--- src/rtl/mips_ctrl_pkg.sv ---
// Shared definitions for the multicycle MIPS controller: FSM state encodings,
// opcode constants, datapath mux/ALU codes and the bundled control-word type.
package mips_ctrl_pkg;

   // State encodings are visible on the debug State port and must stay fixed.
   typedef enum logic [3:0] {
      StFetch   = 4'd0,
      StDecode  = 4'd1,
      StMemAddr = 4'd2,
      StMemRd   = 4'd3,
      StMemWb   = 4'd4,
      StMemWr   = 4'd5,
      StExec    = 4'd6,
      StRwb     = 4'd7,
      StBranch  = 4'd8,
      StJump    = 4'd9,
      StAddiEx  = 4'd10,
      StAddiWb  = 4'd11,
      StErr     = 4'd15
   } state_t;

   // Instruction opcodes (IR bits [31:26]).
   localparam logic [5:0] OpRType = 6'b000000;
   localparam logic [5:0] OpJ     = 6'b000010;
   localparam logic [5:0] OpBeq   = 6'b000100;
   localparam logic [5:0] OpAddi  = 6'b001000;
   localparam logic [5:0] OpLw    = 6'b100011;
   localparam logic [5:0] OpSw    = 6'b101011;

   // ALU B-operand select.
   localparam logic [1:0] SrcBRegB   = 2'b00;
   localparam logic [1:0] SrcBFour   = 2'b01;
   localparam logic [1:0] SrcBImm    = 2'b10;
   localparam logic [1:0] SrcBImmSh2 = 2'b11;

   // ALU operation select.
   localparam logic [1:0] AluOpAdd   = 2'b00;
   localparam logic [1:0] AluOpSub   = 2'b01;
   localparam logic [1:0] AluOpFunct = 2'b10;

   // PC source select.
   localparam logic [1:0] PcSrcAlu    = 2'b00;
   localparam logic [1:0] PcSrcAluOut = 2'b01;
   localparam logic [1:0] PcSrcJump   = 2'b10;

   typedef struct packed {
      logic       pc_write;
      logic       pc_write_cond;
      logic       iord;
      logic       mem_read;
      logic       mem_write;
      logic       ir_write;
      logic       mem_to_reg;
      logic       reg_write;
      logic       reg_dst;
      logic       alu_src_a;
      logic [1:0] alu_src_b;
      logic [1:0] alu_op;
      logic [1:0] pc_source;
      logic       error;
   } ctrl_t;

   // True in the last cycle of an instruction, i.e. the edge leaving this
   // state retires it. A store only retires once its memory access completes.
   function automatic logic is_retire(state_t st, logic mem_ready);
      logic r;
      r = 1'b0;
      case (st)
         StMemWb, StRwb, StBranch, StJump, StAddiWb: r = 1'b1;
         StMemWr:                                    r = mem_ready;
         default:                                    r = 1'b0;
      endcase
      return r;
   endfunction

endpackage

--- src/rtl/mips_ctrl_decode.sv ---
// Combinational control decoder: maps the current FSM state (and the memory
// handshake, which gates the fetch-time IR/PC writes) to the datapath controls.
// Ports:
//   state_i      current FSM state
//   mem_ready_i  memory handshake, access completes in the cycle it is high
//   ctrl_o       full control word; anything not asserted for a state is 0
module mips_ctrl_decode
   import mips_ctrl_pkg::*;
(
   input  state_t state_i,
   input  logic   mem_ready_i,
   output ctrl_t  ctrl_o
);

   always_comb begin
      ctrl_o = '0;
      unique case (state_i)
         StFetch: begin
            ctrl_o.mem_read  = 1'b1;
            ctrl_o.alu_src_b = SrcBFour;
            ctrl_o.alu_op    = AluOpAdd;
            ctrl_o.pc_source = PcSrcAlu;
            // Latch the instruction and PC+4 only once the fetch has landed.
            ctrl_o.ir_write  = mem_ready_i;
            ctrl_o.pc_write  = mem_ready_i;
         end
         StDecode: begin
            // Precompute the branch target while the opcode is decoded.
            ctrl_o.alu_src_b = SrcBImmSh2;
            ctrl_o.alu_op    = AluOpAdd;
         end
         StMemAddr: begin
            ctrl_o.alu_src_a = 1'b1;
            ctrl_o.alu_src_b = SrcBImm;
            ctrl_o.alu_op    = AluOpAdd;
         end
         StMemRd: begin
            ctrl_o.mem_read = 1'b1;
            ctrl_o.iord     = 1'b1;
         end
         StMemWb: begin
            ctrl_o.reg_write  = 1'b1;
            ctrl_o.mem_to_reg = 1'b1;
         end
         StMemWr: begin
            ctrl_o.mem_write = 1'b1;
            ctrl_o.iord      = 1'b1;
         end
         StExec: begin
            ctrl_o.alu_src_a = 1'b1;
            ctrl_o.alu_src_b = SrcBRegB;
            ctrl_o.alu_op    = AluOpFunct;
         end
         StRwb: begin
            ctrl_o.reg_write = 1'b1;
            ctrl_o.reg_dst   = 1'b1;
         end
         StBranch: begin
            ctrl_o.alu_src_a     = 1'b1;
            ctrl_o.alu_src_b     = SrcBRegB;
            ctrl_o.alu_op        = AluOpSub;
            ctrl_o.pc_write_cond = 1'b1;
            ctrl_o.pc_source     = PcSrcAluOut;
         end
         StJump: begin
            ctrl_o.pc_write  = 1'b1;
            ctrl_o.pc_source = PcSrcJump;
         end
         StAddiEx: begin
            ctrl_o.alu_src_a = 1'b1;
            ctrl_o.alu_src_b = SrcBImm;
            ctrl_o.alu_op    = AluOpAdd;
         end
         StAddiWb: begin
            ctrl_o.reg_write = 1'b1;
         end
         StErr: begin
            ctrl_o.error = 1'b1;
         end
         default: begin
            ctrl_o = '0;
         end
      endcase
   end

endmodule

--- src/rtl/mips_multicycle_ctrl.sv ---
// Multicycle MIPS control unit: state register, next-state logic and the
// retired-instruction counter; control outputs come from mips_ctrl_decode.
// Ports:
//   clk, rst_n           rising-edge clock, asynchronous active-low reset
//   opcode_i             IR[31:26]
//   zero_i               ALU zero flag (consumed by the datapath via PCWriteCond)
//   mem_ready_i          memory handshake
//   pc_write_o .. alu_src_a_o  single-bit datapath enables/selects
//   alu_src_b_o, alu_op_o, pc_source_o  2-bit datapath selects
//   state_o              current state, for debug
//   error_o              sticky illegal-opcode flag
//   instr_count_o        retired-instruction count, wraps silently
module mips_multicycle_ctrl
   import mips_ctrl_pkg::*;
#(
   parameter int unsigned CNT_W = 32
) (
   input  logic             clk,
   input  logic             rst_n,
   input  logic [5:0]       opcode_i,
   input  logic             zero_i,
   input  logic             mem_ready_i,
   output logic             pc_write_o,
   output logic             pc_write_cond_o,
   output logic             iord_o,
   output logic             mem_read_o,
   output logic             mem_write_o,
   output logic             ir_write_o,
   output logic             mem_to_reg_o,
   output logic             reg_write_o,
   output logic             reg_dst_o,
   output logic             alu_src_a_o,
   output logic [1:0]       alu_src_b_o,
   output logic [1:0]       alu_op_o,
   output logic [1:0]       pc_source_o,
   output logic [3:0]       state_o,
   output logic             error_o,
   output logic [CNT_W-1:0] instr_count_o
);

   state_t           state_q, state_d;
   logic [CNT_W-1:0] instr_count_q, instr_count_d;
   ctrl_t            dec_ctrl;
   ctrl_t            ctrl;

   // Branch resolution happens in the datapath (PCWriteCond & Zero).
   logic unused_zero;
   assign unused_zero = zero_i;

   always_ff @(posedge clk or negedge rst_n) begin
      if (!rst_n) begin
         state_q       <= StFetch;
         instr_count_q <= '0;
      end else begin
         state_q       <= state_d;
         instr_count_q <= instr_count_d;
      end
   end

   always_comb begin
      state_d = state_q;
      unique case (state_q)
         StFetch:   if (mem_ready_i) state_d = StDecode;
         StDecode: begin
            unique case (opcode_i)
               OpLw, OpSw: state_d = StMemAddr;
               OpRType:    state_d = StExec;
               OpBeq:      state_d = StBranch;
               OpJ:        state_d = StJump;
               OpAddi:     state_d = StAddiEx;
               default:    state_d = StErr;
            endcase
         end
         StMemAddr: begin
            if (opcode_i == OpLw)      state_d = StMemRd;
            else if (opcode_i == OpSw) state_d = StMemWr;
            else                       state_d = StErr;
         end
         StMemRd:   if (mem_ready_i) state_d = StMemWb;
         StMemWr:   if (mem_ready_i) state_d = StFetch;
         StExec:    state_d = StRwb;
         StAddiEx:  state_d = StAddiWb;
         StMemWb, StRwb, StBranch, StJump, StAddiWb: state_d = StFetch;
         StErr:     state_d = StErr;
         default:   state_d = StErr;
      endcase
   end

   always_comb begin
      instr_count_d = instr_count_q;
      if (is_retire(state_q, mem_ready_i)) begin
         instr_count_d = instr_count_q + CNT_W'(1);
      end
   end

   mips_ctrl_decode u_decode (
      .state_i     (state_q),
      .mem_ready_i (mem_ready_i),
      .ctrl_o      (dec_ctrl)
   );

   // Reset parks the FSM in FETCH, which would otherwise drive MemRead; hold
   // every memory/register/PC enable low for as long as reset is asserted.
   always_comb begin
      ctrl = dec_ctrl;
      if (!rst_n) begin
         ctrl.pc_write      = 1'b0;
         ctrl.pc_write_cond = 1'b0;
         ctrl.ir_write      = 1'b0;
         ctrl.mem_read      = 1'b0;
         ctrl.mem_write     = 1'b0;
         ctrl.reg_write     = 1'b0;
      end
   end

   assign pc_write_o      = ctrl.pc_write;
   assign pc_write_cond_o = ctrl.pc_write_cond;
   assign iord_o          = ctrl.iord;
   assign mem_read_o      = ctrl.mem_read;
   assign mem_write_o     = ctrl.mem_write;
   assign ir_write_o      = ctrl.ir_write;
   assign mem_to_reg_o    = ctrl.mem_to_reg;
   assign reg_write_o     = ctrl.reg_write;
   assign reg_dst_o       = ctrl.reg_dst;
   assign alu_src_a_o     = ctrl.alu_src_a;
   assign alu_src_b_o     = ctrl.alu_src_b;
   assign alu_op_o        = ctrl.alu_op;
   assign pc_source_o     = ctrl.pc_source;
   assign error_o         = ctrl.error;
   assign state_o         = state_q;
   assign instr_count_o   = instr_count_q;

endmodule

--- config.mk ---
export PLATFORM = sky130hd
export DESIGN_NAME = mips_multicycle_ctrl
export DESIGN_NICKNAME = d
export VERILOG_FILES = /design/src/rtl/mips_ctrl_pkg.sv /design/src/rtl/mips_ctrl_decode.sv /design/src/rtl/mips_multicycle_ctrl.sv
export SDC_FILE = /design/constraint.sdc
export NUM_CORES = 1
export LEC_CHECK = 0
export BUFFER_PORTS_ARGS = -buffer_cell sky130_fd_sc_hd__buf_4
export CORE_UTILIZATION = 40
export CTS_CLUSTER_SIZE = 12
export DETAILED_ROUTE_END_ITERATION = 10
export PLACE_DENSITY = 0.67
export SLEW_MARGIN = 20
export SYNTH_ARGS = -nofsm -noshare
export SYNTH_HDL_FRONTEND = slang
export SYNTH_SLANG_ARGS = --single-unit
--- constraint.sdc ---
create_clock -name clk -period 2.1 [get_ports clk]
set_clock_uncertainty 0.15 [all_clocks]
set_input_delay 0.105 -clock clk [delete_from_list [all_inputs] [get_ports clk]]
set_output_delay 0.105 -clock clk [all_outputs]
set_load 0.01 [all_outputs]
==> impl_metrics.xml <==
<?xml version="1.0" encoding="UTF-8"?>
<metrics>
  <group name="outcome">
    <metric name="run_status" unit="">completed</metric>
  </group>
  <group name="power">
    <metric name="post-layout-total-power" unit="W">0.00299</metric>
    <metric name="total_leakage_power" unit="nW">1.45</metric>
    <metric name="power_density" unit="mW/mm²">1000</metric>
    <metric name="vdd_ir_drop_max" unit="mV">0.738</metric>
  </group>
  <group name="timing">
    <metric name="finalHoldViolCount" unit="">0</metric>
    <metric name="report.final.setup_viol" unit="">0</metric>
    <metric name="maxClockFrequency" unit="GHz">0.498</metric>
    <metric name="slew-limit-headroom" unit="%">67.6</metric>
    <metric name="unrepaired_setup_endpoints_after_global_routing" unit="">yes</metric>
    <metric name="slew_violations" unit="">0</metric>
    <metric name="fin_crit_sh" unit="%">95.6</metric>
    <metric name="tightestPinTransition" unit="ns">0.485</metric>
    <metric name="fin_ws" unit="ns">0.0921</metric>
    <metric name="period_needed" unit="ns">2.01</metric>
    <metric name="whs" unit="ns">0.0345</metric>
  </group>
  <group name="final_layout">
    <metric name="nFillCells" unit="">436</metric>
    <metric name="final_layout_size_suffix_gt1_share" unit="%">38.6</metric>
    <metric name="final-seq-area" unit="µm²">902</metric>
    <metric name="antenna_diode_count" unit="">0</metric>
    <metric name="non_filler_cells_in_the_finished_layout" unit="">370</metric>
    <metric name="multi_input_comb_area" unit="mm²">0.00117</metric>
    <metric name="area_growth" unit="%">45.2</metric>
    <metric name="postLayoutCellArea" unit="mm²">0.00298</metric>
    <metric name="final_nets" unit="">314</metric>
  </group>
  <group name="die">
    <metric name="fp.coreArea" unit="mm²">0.00482</metric>
    <metric name="starting_density" unit="%">42.6</metric>
    <metric name="die-height" unit="µm">73.6</metric>
    <metric name="io_pins" unit="">63</metric>
    <metric name="rows" unit="">25</metric>
    <metric name="floorplan.die.width" unit="µm">73.6</metric>
    <metric name="die-area" unit="mm²">0.00542</metric>
  </group>
  <group name="drt">
    <metric name="drt_wl_total" unit="µm">4960</metric>
    <metric name="routed-via-count" unit="">1857</metric>
    <metric name="drc" unit="">0</metric>
    <metric name="post_drt_wl_per_cell" unit="µm">13.4</metric>
    <metric name="drt_iter0_drc" unit="">110</metric>
    <metric name="antenna_violating_nets_post_route" unit="">0</metric>
    <metric name="first_pass_iters" unit="">4</metric>
    <metric name="routed_via_density" unit="">5.02</metric>
  </group>
  <group name="setup_path">
    <metric name="arrival" unit="ns">2.07</metric>
    <metric name="timing.critical_path.from_type" unit="">register</metric>
    <metric name="highest_fanout_seen_on_the_critical_path" unit="">7</metric>
    <metric name="reg2reg_depth" unit="">7</metric>
    <metric name="critical_path_required" unit="ns">2.17</metric>
    <metric name="end_kind" unit="">register</metric>
    <metric name="worst_r2r_endpoint" unit="">state_o[2]</metric>
    <metric name="timing.critical_path.from" unit="">state_o[3]</metric>
    <metric name="timing.critical_path.to" unit="">state_o[2]</metric>
    <metric name="crit_type" unit="">reg2reg</metric>
    <metric name="reg2reg_setup_slack" unit="ns">0.09</metric>
    <metric name="r2r-start" unit="">state_o[3]</metric>
  </group>
  <group name="synth">
    <metric name="netlist_top_cells_area" unit="">sky130_fd_sc_hd__dfrtp_1 44%, sky130_fd_sc_hd__xor2_1 7.7%, sky130_fd_sc_hd__xnor2_1 6.8%, sky130_fd_sc_hd__nor3_1 5.9%, sky130_fd_sc_hd__nand2_1 3.1%</metric>
    <metric name="main_flop_type_after_synthesis" unit="">sky130_fd_sc_hd__dfrtp_1</metric>
    <metric name="post_synth_most_frequent_cells" unit="">36 x sky130_fd_sc_hd__dfrtp_1, 24 x sky130_fd_sc_hd__nor3_1, 18 x sky130_fd_sc_hd__xor2_1, 17 x sky130_fd_sc_hd__nand2_1, 17 x sky130_fd_sc_hd__nor2_1</metric>
    <metric name="netlist.area_leader.share" unit="%">43.9</metric>
    <metric name="synth_edf_count" unit="">0</metric>
    <metric name="syn_avg_cell_area" unit="µm²">9.54</metric>
    <metric name="synth_most_common_cell" unit="">sky130_fd_sc_hd__dfrtp_1</metric>
    <metric name="syn_area" unit="mm²">0.00205</metric>
    <metric name="synth-seq-area-share" unit="%">43.9</metric>
    <metric name="yosysUniqueCellTypes" unit="">38</metric>
    <metric name="synth.net_count" unit="">226</metric>
    <metric name="synth_area_leader_cell" unit="">sky130_fd_sc_hd__dfrtp_1</metric>
    <metric name="ys_async_sr_fraction" unit="%">100</metric>
    <metric name="post_synthesis_cell_count" unit="">215</metric>
    <metric name="ys_seq_elements" unit="">36</metric>
    <metric name="yosys_warnings" unit="">0</metric>
  </group>
  <group name="clock_network">
    <metric name="tritoncts" unit="">done</metric>
    <metric name="numCtsBuffers" unit="">5</metric>
    <metric name="root_buffer" unit="">sky130_fd_sc_hd__clkbuf_8</metric>
    <metric name="clk_path_buf_depth" unit="">2</metric>
    <metric name="tritoncts_num_sinks" unit="">36</metric>
    <metric name="htreeDepth" unit="">2</metric>
    <metric name="clkTransAtPathRegs" unit="ns">0.06</metric>
    <metric name="clk_latency" unit="ns">0.28</metric>
  </group>
  <group name="place">
    <metric name="gp_congestion" unit="">0.787</metric>
    <metric name="numPlacedInstances" unit="">355</metric>
    <metric name="place_worst_setup_slack" unit="ns">-0.0681</metric>
    <metric name="post-dp-hpwl" unit="µm">3600</metric>
    <metric name="io_buffers" unit="">61</metric>
    <metric name="placement.cell_area" unit="mm²">0.00273</metric>
  </group>
  <group name="global_routing">
    <metric name="grt_max_degree" unit="">37</metric>
    <metric name="grt.overflow.total" unit="">0</metric>
    <metric name="wire_length_of_the_first_global_routing_pass" unit="µm">8160</metric>
    <metric name="first_global_vias" unit="">1673</metric>
    <metric name="grt.total_usage" unit="%">19.8</metric>
    <metric name="number_of_antenna_violations_at_the_first_check_in_global_routing" unit="">0</metric>
  </group>
  <group name="run">
    <metric name="drv.max_cap_violation_count" unit="">0</metric>
  </group>
  <group name="worst_hold_path">
    <metric name="hold_class" unit="">in2reg</metric>
  </group>
</metrics>
metal layers:
metal	wire (µm)	global-route usage, %
met5	0	0
met4	57	5.13
met3	253	5.21
met2	2340	30.9
met1	2320	27.2
sequential cells by signal, summed over array words and instances (netlist names):
| signal | count |
|---|---|
| state_o | 4 |
| instr_count_o | 32 |
power breakdown:
| part | switching, W | leakage [nW] | total, W | internal (W) |
|---|---|---|---|---|
| Clock | 0.000226 | 0.0503 | 0.000518 | 0.000292 |
| Combinational | 0.000805 | 0.945 | 0.00156 | 0.000753 |
| Sequential | 0.000111 | 0.456 | 0.000911 | 0.000800 |
| Total | 0.00114 | 1.45 | 0.00299 | 0.00184 |
cell families (layout without fill, tap and decap cells):
family,count (synthesis),count (layout),synth area share [%]
and+or+nand+nor,101,101,27.9
DFF,36,36,43.9
xor gates and xnor gates,34,34,14.5
AOI/OAI and AO/OA,25,25,8.29
buffers and inverters,17,105,4.27
adders and majority gates,1,1,0.610
muxes,1,1,0.549
stage by stage:
step | utilization, % | TNS, ns
floorplan | - | -0.475
global placement | 56.6 | 0
detailed placement | 56.6 | -0.361
CTS | 59.8 | 0
global route | 61.9 | -0.00491
finish | 61.9 | 0
repair_timing:
item                                   4_1_cts  5_1_grt
buffers inserted                             1        4
gates resized for setup                      3       14
pin swaps                                    1        3
hold buffers                                 3        0
setup endpoints to repair                   15       15
endpoints found under the hold margin       37        0
final cells by class:
cell class / count / share of cell area, %
clock buffer: 7 / 3.23
multi-input combinational: 162 / 39.3
tap: 67 / 2.81
timing repair buffer: 90 / 23.4
sequential: 36 / 30.3
inverter: 8 / 1.01
cells in the final DEF, fill, tap and decap left out, types with 8 or more instances in the layout:
master                    count
sky130_fd_sc_hd__inv_1        8
sky130_fd_sc_hd__a21oi_1     10
sky130_fd_sc_hd__nand3_1      8
sky130_fd_sc_hd__xor2_1      18
sky130_fd_sc_hd__nand2_1     17
sky130_fd_sc_hd__nor3_1      17
sky130_fd_sc_hd__xnor2_1     16
sky130_fd_sc_hd__nor2_1      17
sky130_fd_sc_hd__dfrtp_1     35
sky130_fd_sc_hd__buf_4       83
worst max-delay path, cell delays in order (launching register included):
cell	delay, ns
sky130_fd_sc_hd__dfrtp_2	0.45
sky130_fd_sc_hd__nor2_1	0.23
sky130_fd_sc_hd__buf_4	0.18
sky130_fd_sc_hd__nand2_1	0.09
sky130_fd_sc_hd__a31oi_1	0.15
sky130_fd_sc_hd__o31ai_1	0.08
sky130_fd_sc_hd__dlygate4sd3_1	0.56
sky130_fd_sc_hd__nand2_1	0.06
worst min-delay path by stage:
stage / from / end / cells past startpoint
finish: opcode_i[5] / state_o[1] / 3
global route: opcode_i[5] / state_o[1] / 3
CTS: opcode_i[0] / state_o[1] / 3
detailed placement: rst_n / instr_count_o[16] / 2
global placement: rst_n / instr_count_o[15] / 2
floorplan: rst_n / instr_count_o[0] / 0
No activity file was read; power rests on OpenSTA's default activity.
